==> src/rtl/wb_dbg_pkg.sv <==
// Shared constants and state encoding for the serial-to-Wishbone debug master.
package wb_dbg_pkg;

  localparam logic [7:0] CMD_RD  = 8'h52;
  localparam logic [7:0] CMD_WR  = 8'h57;
  localparam logic [7:0] RSP_OK  = 8'h4B;
  localparam logic [7:0] RSP_ERR = 8'h45;

  typedef enum logic [2:0] {
    IDLE  = 3'd0,
    ADDR  = 3'd1,
    SEL   = 3'd2,
    DATA  = 3'd3,
    BUS   = 3'd4,
    RESP  = 3'd5,
    RDATA = 3'd6
  } state_e;

  function automatic logic [63:0] shift_in_byte(input logic [63:0] r, input logic [7:0] b);
    return {r[55:0], b};
  endfunction

endpackage

==> src/rtl/wb_dbg_txser.sv <==
// 64-bit load, MSB-first byte serialiser with a valid/ready handshake.
module wb_dbg_txser (
  input  logic        clk,
  input  logic        rst_n,
  input  logic        load,
  input  logic [63:0] load_data,
  input  logic [2:0]  load_last,
  input  logic        tx_ready,
  output logic [7:0]  tx_data,
  output logic        tx_valid,
  output logic        tx_last
);

  logic [63:0] shift_r;
  logic [2:0]  cnt_r;
  logic        valid_r;

  assign tx_data  = shift_r[63:56];
  assign tx_valid = valid_r;
  assign tx_last  = valid_r & tx_ready & (cnt_r == 3'd0);

  // Shift register: a load wins over an accept in the same cycle.
  always_ff @(posedge clk or negedge rst_n) begin
    if (!rst_n) begin
      shift_r <= 64'h0;
      cnt_r   <= 3'd0;
      valid_r <= 1'b0;
    end else if (load) begin
      shift_r <= load_data;
      cnt_r   <= load_last;
      valid_r <= 1'b1;
    end else if (valid_r && tx_ready) begin
      if (cnt_r == 3'd0) begin
        valid_r <= 1'b0;
      end else begin
        shift_r <= {shift_r[55:0], 8'h00};
        cnt_r   <= cnt_r - 3'd1;
      end
    end
  end

endmodule

==> src/rtl/wb_dbg_master.sv <==
// Byte-stream command parser driving single 64-bit Wishbone cycles, with a
// byte-serial status/read-data response.
module wb_dbg_master
  import wb_dbg_pkg::*;
#(
  parameter int ACK_TIMEOUT = 1024,
  parameter int RX_TIMEOUT  = 65536
) (
  input  logic        wb_clk_i,
  input  logic        wb_rst_ni,
  input  logic [7:0]  rx_data_i,
  input  logic        rx_valid_i,
  output logic [7:0]  tx_data_o,
  output logic        tx_valid_o,
  input  logic        tx_ready_i,
  output logic [63:0] wbm_adr_o,
  output logic [63:0] wbm_dat_o,
  input  logic [63:0] wbm_dat_i,
  output logic [7:0]  wbm_sel_o,
  output logic        wbm_we_o,
  output logic        wbm_cyc_o,
  output logic        wbm_stb_o,
  input  logic        wbm_ack_i,
  input  logic        wbm_err_i,
  output logic        busy_o
);

  localparam int AW = $clog2(ACK_TIMEOUT);
  localparam int RW = $clog2(RX_TIMEOUT);

  state_e        state_r;
  logic          we_r;
  logic          ok_r;
  logic          busy_r;
  logic          cyc_r;
  logic          bus_we_r;
  logic [2:0]    cnt_r;
  logic [63:0]   adr_r;
  logic [63:0]   dat_r;
  logic [7:0]    sel_r;
  logic [63:0]   rdata_r;
  logic [RW-1:0] rx_tmo_r;
  logic [AW-1:0] ack_tmo_r;

  logic          rx_tmo_hit_s;
  logic          ack_tmo_hit_s;
  logic          bus_done_s;
  logic          bus_ok_s;
  logic          load_s;
  logic [63:0]   load_data_s;
  logic [2:0]    load_last_s;
  logic          tx_last_s;

  assign rx_tmo_hit_s  = (rx_tmo_r == RW'(RX_TIMEOUT - 1));
  assign ack_tmo_hit_s = (ack_tmo_r == AW'(ACK_TIMEOUT - 1));
  assign bus_done_s    = cyc_r & (wbm_ack_i | wbm_err_i | ack_tmo_hit_s);
  assign bus_ok_s      = wbm_ack_i & ~wbm_err_i;

  assign wbm_adr_o = adr_r;
  assign wbm_dat_o = dat_r;
  assign wbm_sel_o = sel_r;
  assign wbm_we_o  = bus_we_r;
  assign wbm_cyc_o = cyc_r;
  assign wbm_stb_o = cyc_r;
  assign busy_o    = busy_r;

  // Serialiser loads: status byte when the bus cycle ends, read data after 'K' goes out.
  always_comb begin
    load_s      = 1'b0;
    load_data_s = 64'h0;
    load_last_s = 3'd0;
    if (state_r == BUS && bus_done_s) begin
      load_s      = 1'b1;
      load_data_s = {(bus_ok_s ? RSP_OK : RSP_ERR), 56'h0};
    end else if (state_r == RESP && tx_last_s && ok_r && !we_r) begin
      load_s      = 1'b1;
      load_data_s = rdata_r;
      load_last_s = 3'd7;
    end else begin
      load_s = 1'b0;
    end
  end

  // Frame parser, bus control and response sequencing.
  always_ff @(posedge wb_clk_i or negedge wb_rst_ni) begin
    if (!wb_rst_ni) begin
      state_r   <= IDLE;
      we_r      <= 1'b0;
      ok_r      <= 1'b0;
      busy_r    <= 1'b0;
      cyc_r     <= 1'b0;
      bus_we_r  <= 1'b0;
      cnt_r     <= 3'd0;
      adr_r     <= 64'h0;
      dat_r     <= 64'h0;
      sel_r     <= 8'h00;
      rdata_r   <= 64'h0;
      rx_tmo_r  <= {RW{1'b0}};
      ack_tmo_r <= {AW{1'b0}};
    end else begin
      case (state_r)
        IDLE: begin
          if (rx_valid_i && (rx_data_i == CMD_RD || rx_data_i == CMD_WR)) begin
            we_r     <= (rx_data_i == CMD_WR);
            cnt_r    <= 3'd0;
            rx_tmo_r <= {RW{1'b0}};
            busy_r   <= 1'b1;
            state_r  <= ADDR;
          end
        end
        ADDR: begin
          if (rx_valid_i) begin
            adr_r    <= shift_in_byte(adr_r, rx_data_i);
            cnt_r    <= cnt_r + 3'd1;
            rx_tmo_r <= {RW{1'b0}};
            if (cnt_r == 3'd7) state_r <= SEL;
          end else if (rx_tmo_hit_s) begin
            busy_r  <= 1'b0;
            state_r <= IDLE;
          end else begin
            rx_tmo_r <= rx_tmo_r + 1'b1;
          end
        end
        SEL: begin
          if (rx_valid_i) begin
            sel_r    <= rx_data_i;
            rx_tmo_r <= {RW{1'b0}};
            if (we_r) begin
              state_r <= DATA;
            end else begin
              cyc_r     <= 1'b1;
              bus_we_r  <= 1'b0;
              ack_tmo_r <= {AW{1'b0}};
              state_r   <= BUS;
            end
          end else if (rx_tmo_hit_s) begin
            busy_r  <= 1'b0;
            state_r <= IDLE;
          end else begin
            rx_tmo_r <= rx_tmo_r + 1'b1;
          end
        end
        DATA: begin
          if (rx_valid_i) begin
            dat_r    <= shift_in_byte(dat_r, rx_data_i);
            cnt_r    <= cnt_r + 3'd1;
            rx_tmo_r <= {RW{1'b0}};
            if (cnt_r == 3'd7) begin
              cyc_r     <= 1'b1;
              bus_we_r  <= 1'b1;
              ack_tmo_r <= {AW{1'b0}};
              state_r   <= BUS;
            end
          end else if (rx_tmo_hit_s) begin
            busy_r  <= 1'b0;
            state_r <= IDLE;
          end else begin
            rx_tmo_r <= rx_tmo_r + 1'b1;
          end
        end
        BUS: begin
          // err overrides a simultaneous ack; a timeout reports as an error.
          if (bus_done_s) begin
            cyc_r    <= 1'b0;
            bus_we_r <= 1'b0;
            ok_r     <= bus_ok_s;
            if (bus_ok_s) rdata_r <= wbm_dat_i;
            state_r  <= RESP;
          end else begin
            ack_tmo_r <= ack_tmo_r + 1'b1;
          end
        end
        RESP: begin
          if (tx_last_s) begin
            if (ok_r && !we_r) begin
              state_r <= RDATA;
            end else begin
              busy_r  <= 1'b0;
              state_r <= IDLE;
            end
          end
        end
        RDATA: begin
          if (tx_last_s) begin
            busy_r  <= 1'b0;
            state_r <= IDLE;
          end
        end
        default: begin
          cyc_r    <= 1'b0;
          bus_we_r <= 1'b0;
          busy_r   <= 1'b0;
          state_r  <= IDLE;
        end
      endcase
    end
  end

  wb_dbg_txser u_txser (
    .clk       (wb_clk_i),
    .rst_n     (wb_rst_ni),
    .load      (load_s),
    .load_data (load_data_s),
    .load_last (load_last_s),
    .tx_ready  (tx_ready_i),
    .tx_data   (tx_data_o),
    .tx_valid  (tx_valid_o),
    .tx_last   (tx_last_s)
  );

endmodule
==> config.mk <==
export PLATFORM = sky130hd
export DESIGN_NAME = wb_dbg_master
export DESIGN_NICKNAME = d
export VERILOG_FILES = /design/src/rtl/wb_dbg_pkg.sv /design/src/rtl/wb_dbg_txser.sv /design/src/rtl/wb_dbg_master.sv
export SDC_FILE = /design/constraint.sdc
export NUM_CORES = 1
export LEC_CHECK = 0
export BUFFER_PORTS_ARGS = -buffer_cell sky130_fd_sc_hd__buf_2
export CELL_PAD_IN_SITES_DETAIL_PLACEMENT = 1
export CELL_PAD_IN_SITES_GLOBAL_PLACEMENT = 1
export CORE_MARGIN = 2
export CORE_UTILIZATION = 25
export CTS_CLUSTER_DIAMETER = 60
export DETAILED_ROUTE_END_ITERATION = 12
export PLACE_DENSITY_LB_ADDON = 0.1
export SETUP_SLACK_MARGIN = 0.1
export SLEW_MARGIN = 30
export SYNTH_ARGS = -nofsm -noshare
export SYNTH_HDL_FRONTEND = slang
export SYNTH_HIERARCHICAL = 1
export SYNTH_SLANG_ARGS = --single-unit
==> constraint.sdc <==
create_clock -name wb_clk_i -period 6.4 [get_ports wb_clk_i]
set_clock_uncertainty 0.05 [all_clocks]
set_input_delay 0.64 -clock wb_clk_i [delete_from_list [all_inputs] [get_ports wb_clk_i]]
set_output_delay 0.64 -clock wb_clk_i [all_outputs]
set_load 0.005 [all_outputs]
# == After elaboration in Yosys (flattened, before gate mapping) ==
# Cells that the tools add are included.
# op_classes
mux,58
reduce_logical,33
n_addsub,4
eq_ne,28
bitwise,9
# ops
cell,count
$mux W64,5
$mux W3,19
$mux W10,5
$mux W16,3
$pmux W16 S2,1
$pmux W10 S3,1
$ne A2 B2 Y1 const B,12
$pmux W3 S7,1
$mux W1,18
$reduce_and A6 Y1,3
$add A16 B1 Y16 const B,1
$eq A16 B16 Y1 const B,1
$eq A8 B7 Y1 const B,2
$reduce_and A2 Y1,7
$eq A3 B3 Y1 const B,4
$add A10 B1 Y10 const B,1
$eq A10 B10 Y1 const B,1
$ne A3 B3 Y1 const B,3
$reduce_and A3 Y1,3
$pmux W1 S4,2
$reduce_bool A2 Y1,4
$logic_and A1 B1 Y1,7
$reduce_and A7 Y1,1
$eq A3 B2 Y1 const B,2
17 further kinds,25
# totals
ff_bits,305
inputBits,78
output_inout_bits,149

# == Logic depth before layout (Yosys ltp) ==
# depth
word_depth,9
ltp_mapped,16

# == Hierarchy ==
# The synthesis kept the hierarchy.
# modules_own_cells
mod,seq_area_each_um2,area_per_inst_um2,cells_per_inst,n_inst
wb_dbg_master,5930.7,10062.2,756,1
wb_dbg_txser,1701.6,3547.2,325,1

# == Worst setup path after synthesis ==
# Ideal clock, no wire load.
# synth_timing
path_kind,input -> register
startpoint,in tx_ready_i
endpoint,reg u_txser.shift_r[33]
path_stages,14
arrival_ps,2903
slack_ps,3321
setup_time_ps,126
cell_sequence,nand2_1 -> buf_1 -> nor2_1 -> nand2_1 -> nor3_1 -> clkbuf_1 -> clkbuf_1 -> inv_1 -> nand2_1 -> buf_4 -> buf_2 -> nor2b_1 -> nor3b_1 -> a221o_1
# synth_via
elab_chain_cells,9
# synth_lines
item,line_no,rtl
from (decl),wb_dbg_master.sv:15,"input logic tx_ready_i,"
$and A1 B1 Y1 * (2 in a row),wb_dbg_txser.sv:20,assign tx_last = valid_r & tx_ready & (cnt_r == 3'd0);
named net tx_last_s,wb_dbg_master.sv:52,logic tx_last_s;
$logic_and A1 B1 Y1 * (3 in a row),wb_dbg_master.sv:75,end else if (state_r == RESP && tx_last_s && ok_r && !we_r) begin
$mux W1 *,wb_dbg_master.sv:75,
$mux W1 *,wb_dbg_master.sv:72,if (state_r == BUS && bus_done_s) begin
named net load_s,wb_dbg_master.sv:49,logic load_s;
$ne A2 B2 Y1 (no source line) or $reduce_bool A2 Y1 (tied branches),--,
$reduce_and A2 Y1 (no source line),--,
to (signal assigned),wb_dbg_txser.sv:29,shift_r <= load_data;
to (signal assigned),wb_dbg_txser.sv:36,"shift_r <= {shift_r[55:0], 8'h00};"
to (decl),wb_dbg_txser.sv:14,logic [63:0] shift_r;
# Mark *: on every way through the listed nets, which the timed path passes. The rest lies on a longest branch.
# A chain may end at the register's enable or synchronous reset.

# == Worst setup path in the final report ==
# layout_timing
startpoint,reg u_txser.cnt_r[0]
endpoint,reg u_txser.shift_r[39]
# layout_via
elab_chain_cells,9
# layout_lines
item,line_no,rtl
from (decl),wb_dbg_txser.sv:15,logic [2:0] cnt_r;
from (signal assigned),wb_dbg_txser.sv:30,cnt_r <= load_last;
from (signal assigned),wb_dbg_txser.sv:37,cnt_r <= cnt_r - 3'd1;
$logic_not A3 Y1 *,wb_dbg_txser.sv:20,
$and A1 B1 Y1 *,wb_dbg_txser.sv:20,
named net tx_last_s,wb_dbg_master.sv:52,
$logic_and A1 B1 Y1 * (3 in a row),wb_dbg_master.sv:75,
$mux W1 *,wb_dbg_master.sv:75,
$mux W1 *,wb_dbg_master.sv:72,
named net load_s,wb_dbg_master.sv:49,
$ne A2 B2 Y1 (no source line) or $reduce_bool A2 Y1 (tied branches),--,
$reduce_and A2 Y1 (no source line),--,
# Marked as above.

==> results.cfg <==
[logic_synthesis]
synthArstFlopShare_pct = 100.0
yosys.area.top_type = dfrtp_1
synth_nets = 1165
synthTopCellsByArea = dfrtp_1, mux2_2, a221o_1, nor3b_1, and2_1
synth_top_area_share_pct = 56.08
synth_enable_flop_cells = 0
yosys_most_used_dff = dfrtp_1
synth_warnings = 6
syn-cell-area_um2 = 13610
yosysSeqAreaShare_pct = 56.08
avgSynthCellArea_um2 = 12.59
yosys_register_bits = 305
synth.distinct_cells = 68
synth_cells = 1081

[clock_tree]
root_buffer = clkbuf_16
cts_tree = yes
path_clk_slew_ps = 60
cts_max_level = 2
cts.sinks = 305
cts_hold_buf = 0
post_cts_resized = 0
cts_setup_buffers = 0
clock_latency_ps = 560
numCtsBuffers = 43
clk_path_buf_depth = 3

[routing]
route.detailed.drc = 0
wl_um = 39070
drtIter0Drc = 463
vias_per_cell = 4.666
wire_per_inst_um = 19.46
ant_nets = 0
via_count = 9370
firstDrtPassIters = 4

[worst_hold_path]
min_path_type = in -> async

[floorplanning]
initial_core_util_pct = 25.29
fp.dieH_um = 237.3
dieArea_um2 = 56320
rows = 85
die_w_um = 237.3
core_um2 = 53810
io_pins = 227

[critical_path]
crit_family = simple AND/OR/NAND/NOR gates
worstPathMaxFanout = 74
cp_slowest_cell = nand2_4
slowest_delay_ps = 630
cp.required_ps = 6780
path_common_cell = inv_1
endpoint_kind = flop
worst-setup-path-type = reg -> reg
cp.arrival_ps = 4200
cp-start-kind = flop
path_buf_inv = 4
critical_path.cell_chain = inv_1, ha_1, nand2b_2, nor2_1, nand2_1, nor3_2, buf_4, inv_1, nand2_4, buf_12, nor2b_1, nor3b_1, a221o_1

[sta]
fin_hold_ws_ps = 87.46
rsz0062_at_grt = false
max_slew.worst_pin.slew_ps = 883.9
hold_viol_final = 0
fmax_ghz = 0.2619
setup_viol = 0
slew_viol_final = 0
worst_slew_margin_rel_pct = 41.08
fin_crit_sh_pct = 59.65
setup_tns_ps = 0
fin_crit_ps = 3818

[run]
maxCapViolations = 0

[finish]
insertedDiodeCount = 0
layout_commonest_cell = dfrtp_1
mostFrequentLayoutCells = dfrtp_1, buf_2, mux2_2
utilization_pct = 31.03
drive_gt1_share_pct = 39.18
layout.cells.non_filler = 2008
nNetsFinal = 1367
area_growth_pct = 22.71

[power_and_ir_drop]
swShare_pct = 32.16
p_leak_nw = 7.897
intPower_mw = 4.799
p_per_area_nw_per_um2 = 423.6
seqPwrFrac_pct = 41.1
power.switching_mw = 2.275
ir_drop_v = 0.0001741
p_clk_share_pct = 32.1
comb_power_share_pct = 26.8

[place]
place_inst = 1934
dp_hpwl_um = 25460
io_buffers = 226
gp_congestion = 0.7133

[global_route]
grt_pass1_vias = 9980
grt_antenna_before_repair = 2
track_usage_pct = 13.85
overflow = 0
grt_max_degree = 138
grt_pass1_wl_um = 61470

[outcome]
status = finished clean
## flip-flops by register name (all words and copies together), names as in the netlist, 3 cells and up
signal / cells
state_r: 3
wbm_adr_o: 64
cnt_r: 3
u_txser/shift_r: 64
u_txser/cnt_r: 3
rdata_r: 64
rx_tmo_r: 16
wbm_sel_o: 8
wbm_dat_o: 64
ack_tmo_r: 10
## per-stage QoR
stage	setup slack [ps]	area [um2]	power, mW
after floorplan	3321	13610	4.016
after global placement	2487	15340	4.848
after detailed placement	2449	15350	4.895
after CTS	2509	16690	7.246
after global routing	2204	16700	7.562
final	2582	16700	7.074
## metal layers
| metal | track usage (%) | wire [um] | vias to the layer above |
|---|---|---|---|
| met2 | 20.55 | 16810 | 208 |
| met4 | 3.945 | 690 | 0 |
| met5 | 0 | 0 | - |
| met3 | 2.799 | 1697 | 52 |
| li1 | - | - | 4318 |
| met1 | 20.30 | 19870 | 4792 |
## worst reg2reg max path: cells and delay by family, from the launching register on
| family | cells | cell delay (ps) |
|---|---|---|
| AOI/OAI and AO/OA | 1 | 280 |
| adders and majority gates | 1 | 220 |
| buffers and inverters | 4 | 1180 |
| DFF | 1 | 370 |
| and+or+nand+nor | 7 | 1610 |
## cell usage after synthesis, types with 3 or more instances
cell type,n
xnor2_1,7
buf_4,18
clkbuf_1,37
a21oi_1,13
buf_1,7
a31oi_1,9
nor4_1,7
nand4_1,3
and2_1,59
mux2_2,196
a22o_1,3
nor3b_1,53
a41oi_1,4
or4_1,3
o31ai_1,4
nand3_1,17
nor3_1,16
buf_6,4
nand2_1,50
ha_1,6
a221o_1,58
nand2b_1,11
mux2_1,4
nor2b_1,58
o211ai_1,4
buf_2,15
o21ai_0,16
and3_1,5
inv_1,12
nor2_1,21
o21ai_1,10
dfrtp_1,305
## power by group through the flow
stage               clock network (mW)  logic [mW]  registers [mW]
finish                            2.27        1.89            2.91
global route                      2.46        2.10            3.01
CTS                               2.38        1.94            2.92
detailed placement                   0        1.94            2.96
global placement                     0        1.92            2.93
floorplan                            0        1.17            2.85
## path summary, 6_finish.rpt
| path | start | end | slack, ps | depth (start not counted) |
|---|---|---|---|---|
| min reg2reg | rdata_r[46] | rdata_r[46] | 450 | 1 |
| min in group wb_clk_i | wbm_dat_i[56] | rdata_r[56] | 260 | 2 |
| max in group asynchronous | wb_rst_ni | ack_tmo_r[3] | 4960 | 2 |
| min | wb_rst_ni | wbm_dat_o[56] | 90 | 1 |
| max reg2reg | u_txser/cnt_r[0] | u_txser/shift_r[39] | 2580 | 13 |
| max | u_txser/cnt_r[0] | u_txser/shift_r[39] | 2580 | 13 |
## cell families (layout without fill, tap and decap cells)
| logic type | after synthesis | after routing | share of synthesized area [%] |
|---|---|---|---|
| buf+inv | 94 | 325 | 3.448 |
| mux | 202 | 202 | 16.70 |
| fa+ha+maj | 6 | 6 | 0.5516 |
| compound gates | 145 | 145 | 8.587 |
| simple gates | 321 | 321 | 14.12 |
| flops | 305 | 305 | 56.08 |
| xor+xnor | 8 | 8 | 0.5149 |
## area by class of cell
cell class                      count  area [um2]
Inverter                           13       48.80
Multi-Input combinational cell    682        5542
Tap cell                          696       870.8
Sequential cell                   305        7632
Clock buffer                       63        1232
Timing Repair Buffer              238        1260
Fill cell                        5903       37110
Clock inverter                     11       113.9
No activity file was read; power rests on OpenSTA's default activity.
